## config.mk

```make
export PLATFORM = sky130hd
export DESIGN_NAME = mdio_link_poller
export DESIGN_NICKNAME = d
export VERILOG_FILES = /design/src/rtl/mdio_link_poller.sv
export SDC_FILE = /design/constraint.sdc
export NUM_CORES = 1
export LEC_CHECK = 0
export BUFFER_PORTS_ARGS = -buffer_cell sky130_fd_sc_hd__buf_2
export CAP_MARGIN = 20
export CORE_ASPECT_RATIO = 1.1
export CORE_MARGIN = 8
export CORE_UTILIZATION = 59
export DETAILED_ROUTE_END_ITERATION = 8
export PLACE_DENSITY_LB_ADDON = 0.1
export SKIP_LAST_GASP = 1
export SLEW_MARGIN = 20
export SYNTH_ARGS = -nofsm -noshare
export SYNTH_HDL_FRONTEND = slang
export SYNTH_SLANG_ARGS = --single-unit
```

## constraint.sdc

```tcl
create_clock -name clk -period 3.45 [get_ports clk]
set_input_delay 0.1725 -clock clk [delete_from_list [all_inputs] [get_ports clk]]
set_output_delay 0.1725 -clock clk [all_outputs]
set_load 0.03 [all_outputs]
```

## src/rtl/mdio_link_poller.sv

```systemverilog
// mdio_link_poller: periodic MDIO link-status scanner over NUM_PORTS PHYs; define LINK_DEBOUNCE_EN for two-scan link debounce
module mdio_link_poller #(
  parameter int NUM_PORTS      = 4,
  parameter int PHY_BASE       = 0,
  parameter int REG_ADDR       = 1,
  parameter int LINK_BIT       = 2,
  parameter int POLL_CYCLES    = 1250000,
  parameter int TIMEOUT_CYCLES = 4096
) (
  input  logic                 clk,
  input  logic                 reset,
  input  logic                 poll_en,
  input  logic                 work_bit,
  input  logic                 sta_enb,
  input  logic [15:0]          data_sta,
  output logic                 req_enb,
  output logic [1:0]           req_op,
  output logic [4:0]           phy_addr,
  output logic [4:0]           reg_addr,
  output logic [NUM_PORTS-1:0] port_link,
  output logic                 link_change,
  output logic                 scan_done,
  output logic [NUM_PORTS-1:0] timeout_err
);
  localparam int IW = NUM_PORTS > 1 ? $clog2(NUM_PORTS) : 1;
  localparam int TW = $clog2(POLL_CYCLES);
  localparam int CW = $clog2(TIMEOUT_CYCLES);
  typedef enum logic [2:0] {IDLE, REQ, WAIT_ACK, WAIT_DATA, NEXT} state_t;
  state_t               state;
  logic [IW-1:0]        idx;
  logic [TW-1:0]        timer;
  logic [CW-1:0]        tcnt;
  logic                 tick, to_hit, got, hit, rd;
  logic [NUM_PORTS-1:0] link_n;
  logic                 unused;
  assign unused   = ^data_sta;
  assign req_op   = 2'b10;
  assign reg_addr = 5'(REG_ADDR);
`ifdef LINK_DEBOUNCE_EN
  logic [NUM_PORTS-1:0] pend, pend_n;
  // pend[i] remembers that the previous scan read the opposite of port_link[i]
  always_ff @(posedge clk) pend <= reset ? '0 : pend_n;
`endif
  // poll tick, access outcome and next link vector for the port being read
  always_comb begin
    tick   = poll_en && timer == TW'(POLL_CYCLES - 1);
    to_hit = (state == WAIT_ACK || state == WAIT_DATA) && tcnt == CW'(TIMEOUT_CYCLES - 1);
    got    = state == WAIT_DATA && sta_enb;
    hit    = got || to_hit;
    rd     = got && data_sta[LINK_BIT];
    link_n = port_link;
`ifdef LINK_DEBOUNCE_EN
    pend_n = pend;
    if (hit) begin
      link_n[idx] = (rd != port_link[idx] && pend[idx]) ? rd : port_link[idx];
      pend_n[idx] = rd != port_link[idx] && !pend[idx];
    end
`else
    if (hit) link_n[idx] = rd;
`endif
  end
  // scan sequencer, poll timer, access timeout and registered outputs
  always_ff @(posedge clk) begin
    if (reset) begin
      state       <= IDLE;
      idx         <= '0;
      timer       <= '0;
      tcnt        <= '0;
      req_enb     <= 1'b0;
      phy_addr    <= 5'(PHY_BASE);
      port_link   <= '0;
      link_change <= 1'b0;
      scan_done   <= 1'b0;
      timeout_err <= '0;
    end else begin
      timer       <= (tick || !poll_en) ? '0 : timer + TW'(1);
      tcnt        <= (state == WAIT_ACK || state == WAIT_DATA) ? tcnt + CW'(1) : '0;
      port_link   <= link_n;
      link_change <= link_n != port_link;
      scan_done   <= 1'b0;
      if (hit) timeout_err[idx] <= !got;
      case (state)
        IDLE: if (tick && !work_bit) begin
          state <= REQ;
          idx   <= '0;
        end
        REQ: if (!work_bit) begin
          phy_addr <= 5'(PHY_BASE) + 5'(idx);
          req_enb  <= 1'b1;
          state    <= WAIT_ACK;
        end
        WAIT_ACK: if (to_hit || work_bit) begin
          req_enb <= 1'b0;
          state   <= to_hit ? NEXT : WAIT_DATA;
        end
        WAIT_DATA: if (hit) state <= NEXT;
        NEXT: if (idx == IW'(NUM_PORTS - 1)) begin
          scan_done <= 1'b1;
          state     <= IDLE;
        end else begin
          idx   <= idx + IW'(1);
          state <= REQ;
        end
        default: state <= IDLE;
      endcase
    end
  end
endmodule

```

==> Word-level counts from Yosys, hierarchy flattened <==
Cells that the tools add are included.
{ "classes": {"add_sub_neg": 3, "bitwise": 3, "magnitude_cmp": 2, "reduce_logical": 23, "n_eq_ne": 13, "n_mux": 19} }
{ "op_table": {"columns": ["operator", "count"], "rows": [
  ["adder 21 x 1 -> 21 bit, second input constant", 1],
  ["== test 21 bit, second input constant", 1],
  ["2-to-1 mux 3 bit", 5],
  ["one-hot mux 3 bit (5 select lines)", 1],
  ["adder 12 x 1 -> 12 bit, second input constant", 1],
  ["== test 12 bit, second input constant", 1],
  ["bitwise mux 4 bit", 2],
  ["inequality test 2 bit, second input constant", 4],
  ["== test 3 x 2 -> 1 bit, second input constant", 2],
  ["logical AND 1 bit", 6],
  ["AND reduction 3 bit", 2],
  ["OR reduction 2 bit", 3],
  ["2-to-1 mux 1 bit", 5],
  ["logical OR 1 bit", 4],
  ["2-to-1 mux 2 bit", 2],
  ["2-to-1 mux 4 bit", 1],
  ["inequality test 4 bit", 1],
  ["one-hot mux 2 bit (2 select lines)", 1],
  ["AND reduction 4 bit", 1],
  ["nonzero test 2 bit", 2],
  ["== test 3 x 1 -> 1 bit, second input constant", 1],
  ["== test 3 bit, second input constant", 1],
  ["logical NOT 1 bit", 3],
  ["logical NOT 3 bit", 1],
  ["9 further kinds", 11]
]} }
{ "word_totals": {"in_bits": 21, "ff_bits": 51, "output_inout_bits": 23} }

==> Logic depth before layout (Yosys ltp) <==
{ "logic_depth": {"ltp_word": 7, "mapped_depth": 6} }

==> Least setup slack after synthesis <==
OpenSTA, ideal clock, no wires.
{ "synth_path": {"kind": "reg-to-reg", "startpoint": "register timer[9]", "endpoint": "register timer[10]", "setup_ps": 115, "t_arrival_ps": 1797, "required_ps": 3335, "path_stages_with_launch": 6, "slack_ps": 1539, "cell_sequence": "dfxtp_1 > or4b_1 > or4_4 > o21ai_4 > buf_6 > nor2_1"} }
{ "synth_via": {"elab_chain_len": 4, "word_cells_on_any_way": 5, "cone_classes": "add/sub (1); eq/ne (1); reduce/logical (3)"} }
{ "synth_rtl": {"columns": ["element", "line_no", "text"], "rows": [
  ["from (decl)", "31", "logic [TW-1:0] timer;"],
  ["from (signal assigned)", "76", "timer <= (tick || !poll_en) ? '0 : timer + TW'(1);"],
  ["parallel branches: the longest is 4 deep, another holds adder 21 x 1 -> 21 bit", null, null]
]} }
Several ways; the timed one is not identified.
A chain may end at the register's enable or synchronous reset.

==> Worst setup path in the final report <==
{ "layout_path": {"startpoint": "register timer[9]", "endpoint": "register timer[20]"} }
The elaborated chain is that of the path after synthesis.

==> reports/qor.tcl <==
set qor(synthDominantAreaCellType) {sky130_fd_sc_hd__dfxtp_1}
set qor(number_of_flops_mapped_to_enable_cells_by_yosys) 0
set qor(postCtsResizedCells) 0
set qor(slowest_stage) {sky130_fd_sc_hd__or4_4}
set qor(cts_made_buffers) 5
set qor(power_density_mw_per_mm2) 378.5
set qor(fp-row-count) 24
set qor(detailedRoute.firstPassIterationCount) 4
set qor(crit_path_max_fanout) 17
set qor(layout.cells.most_common) {sky130_fd_sc_hd__dfxtp_1}
set qor(setup-tns-final_ns) 0
set qor(adder_cell_area_share_of_the_yosys_netlist_pct) 3.093
set qor(critical_path.max_stage_delay_ns) 0.57
set qor(globalRouteTotalUtil_pct) 14.42
set qor(detailedRoute.firstIterationViolations) 150
set qor(final_nets) 324
set qor(place.port_buffers) 18
set qor(initial_utilization_pct) 61.24
set qor(final.min_clock_period_ns) 2.197
set qor(tritoncts) {done}
set qor(gp_congestion) 0.8386
set qor(cpLargestDelayFamily) {simple AND/OR/NAND/NOR gates}
set qor(die_area_sq_mm) 0.006425
set qor(clock_latency_ns) 0.30
set qor(drive_above_1_share_pct) 10.07
set qor(synth-main-ff-cell) {sky130_fd_sc_hd__dfxtp_1}
set qor(final_design_area_no_fill_sq_mm) 0.002608
set qor(finish.cell_count_without_fillers) 350
set qor(fmax_mhz) 455.3
set qor(async_reset_ff_share_pct) 0
set qor(muxShareOfSynthArea_pct) 1.649
set qor(hold_class) {input pin to flip-flop}
set qor(critPathArrivalTime_ns) 2.39
set qor(vias) 1940
set qor(design_power_total_uw) 987.0
set qor(cells_after_synth) 280
set qor(die-width_microns) 77.16
set qor(synth_area_leaders) {sky130_fd_sc_hd__dfxtp_1 42%, sky130_fd_sc_hd__nor2_1 6.6%, sky130_fd_sc_hd__xnor2_1 6.5%, sky130_fd_sc_hd__buf_4 3.1%, sky130_fd_sc_hd__ha_1 3.1%}
set qor(ys_seq_elements) 51
set qor(finalHoldWorstSlack_ns) 0.2404
set qor(clkTransAtPathRegs_ns) 0.09
set qor(drt-total-wl_mm) 4.564
set qor(synth_area_sq_mm) 0.002427
set qor(status) {finished clean}
set qor(viasPerCell) 5.543
set qor(ioPinCount) 44
set qor(diodes) 0
set qor(chipHeight_microns) 83.27
set qor(worst_max_slew_pin_slew_ns) 0.9144
set qor(ant_nets) 0
set qor(clk_path_buf_depth) 2
set qor(synth_simple_gate_area_share_pct) 26.55
set qor(grt_max_degree) 24
set qor(holdBufCountCts) 0
set qor(rsz_0062_raised_after_global_routing) {false}
set qor(synth_area_in_xor_xnor_pct) 7.938
set qor(post-cts-setup-buffer-count) 0
set qor(syn_to_layout_area_delta_pct) 7.423
set qor(worst_supply_voltage_drop_on_vdd_v) 0.0003415
set qor(post_synth_num_cell_types) 47
set qor(compound_gate_fraction_of_synth_area_pct) 12.06
set qor(placed_cell_area_sq_mm) 0.002507
set qor(final_max_slew_viol_count) 0
set qor(synthesis.area_per_instance_sq_um) 8.669
set qor(cts.htree.levels) 2
set qor(critical_path_class) {flip-flop to flip-flop}
set qor(synth.top_cell.area_share_pct) 42.06
set qor(timing.critical_path.cells) {or4b_1, or4_4, o21ai_4, o21ba_2}
set qor(power.static_leakage_uw) 0.0008442
set qor(finalCritPeriodShare_pct) 63.67
set qor(grt_pass1_wl_mm) 7.838
set qor(dp_cells) 342
set qor(drv.max_cap_violation_count) 0
set qor(crit_required_ns) 3.65
set qor(place.detailed.hpwl_mm) 3.300
set qor(yosysWarnings) 0
set qor(setup.worst_path.start_class) {flip-flop}
set qor(layout.cells.most_common_list) {51 x sky130_fd_sc_hd__dfxtp_1, 43 x sky130_fd_sc_hd__nor2_1, 18 x sky130_fd_sc_hd__xnor2_1, 18 x sky130_fd_sc_hd__buf_2, 14 x sky130_fd_sc_hd__nor3_1}
set qor(grt_pass1_vias) 1767
set qor(slew_headroom_pct) 38.48
set qor(drc_errors) 0
set qor(critical_path_buf_inv_count) 0
set qor(grt_antenna_before_repair) 0
set qor(clock-sinks) 51
set qor(cts-root-buf) {sky130_fd_sc_hd__clkbuf_8}
set qor(skew_ns) 0.007752
set qor(placeableCoreArea_sq_mm) 0.003964
set qor(grt.overflow.total) 0
set qor(seq_total_area_yosys_pct) 42.06
set qor(finalHoldViolations) 0
set qor(synth_top_family_by_area) {simple AND/OR/NAND/NOR gates}
set qor(wire_per_inst_microns) 13.04
set qor(setup_violations) 0
set qor(setup.worst_path.end_class) {flip-flop}
==> Yosys cell counts, drive strengths merged (2+ instances only) <==
master   n
a311oi   4
or4b     2
conb     2
nand2   12
a22o     2
and3     3
and2     2
mux2i    4
dfxtp   51
buf     11
nand4    8
nand3   12
xnor2   18
inv     13
nor4     8
o21ai    6
clkbuf   5
nand2b   2
nor3b    4
or3      5
nor3    14
a211oi   4
nor2b    2
ha       6
xor2     4
nor2    43
o22ai    3
a21oi   13
==> power breakdown <==
part	internal, uW	switching (uW)	leakage, uW
clock	183	183	0.0000515
sequential	589	0.743	0.000411
combinational	5.03	25.6	0.000382
==> final cells by class <==
class                   count  area, sq um
inverters                  13        48.80
well taps                  52        65.06
multi-input cells         208         1282
flip-flops and latches     51         1021
clock buffers               8        100.1
repair buffers             18        90.09
fillers                   348         1356
==> worst register-to-register path, cell delays in order, from the launching register on <==
cell and delay, ns:
sky130_fd_sc_hd__dfxtp_1 0.46, sky130_fd_sc_hd__or4b_1 0.46, sky130_fd_sc_hd__or4_4 0.57, sky130_fd_sc_hd__o21ai_4 0.39
sky130_fd_sc_hd__o21ba_2 0.22
==> sequential cells by signal, summed over array words and instances (netlist names) <==
register and cells:
tcnt 12, timeout_err 4, link_change 1, phy_addr 2, req_enb 1, scan_done 1
timer 21, state 3, idx 2, port_link 4
==> metal layers <==
layer	vias to the layer above	routed length, microns	GRT usage [%]
met4	0	52	4.983
met2	38	2097	23.31
met3	4	292	5.280
met1	886	2122	17.05
li1	1012	-	-
met5	-	0	0
==> through the flow <==
stage / setup slack, ns / util, %
6_report: 1.253 / 65.78
5_1_grt: 1.036 / 65.78
4_1_cts: 1.240 / 65.78
3_5_place_dp: 1.261 / 63.26
3_3_place_gp: 1.250 / 63.26
2_1_floorplan: 1.539 / -
==> logic make-up after synthesis <==
| family | count (synthesis) |
|---|---|
| buf+inv | 29 |
| compound gates | 42 |
| other cells | 2 |
| flops | 51 |
| fa+ha+maj | 6 |
| mux | 4 |
| xor+xnor | 22 |
| simple gates | 124 |
==> worst paths after layout <==
kind / cells after the start / end / from / slack (ns)
hold / removal: 3 / port_link[3] / data_sta[2] / 0.24
setup reg to reg: 4 / timer[20] / timer[9] / 1.25
hold reg to reg: 1 / timer[0] / timer[0] / 0.45
setup / recovery: 4 / timer[20] / timer[9] / 1.25
(Power assumes the default switching activity.)
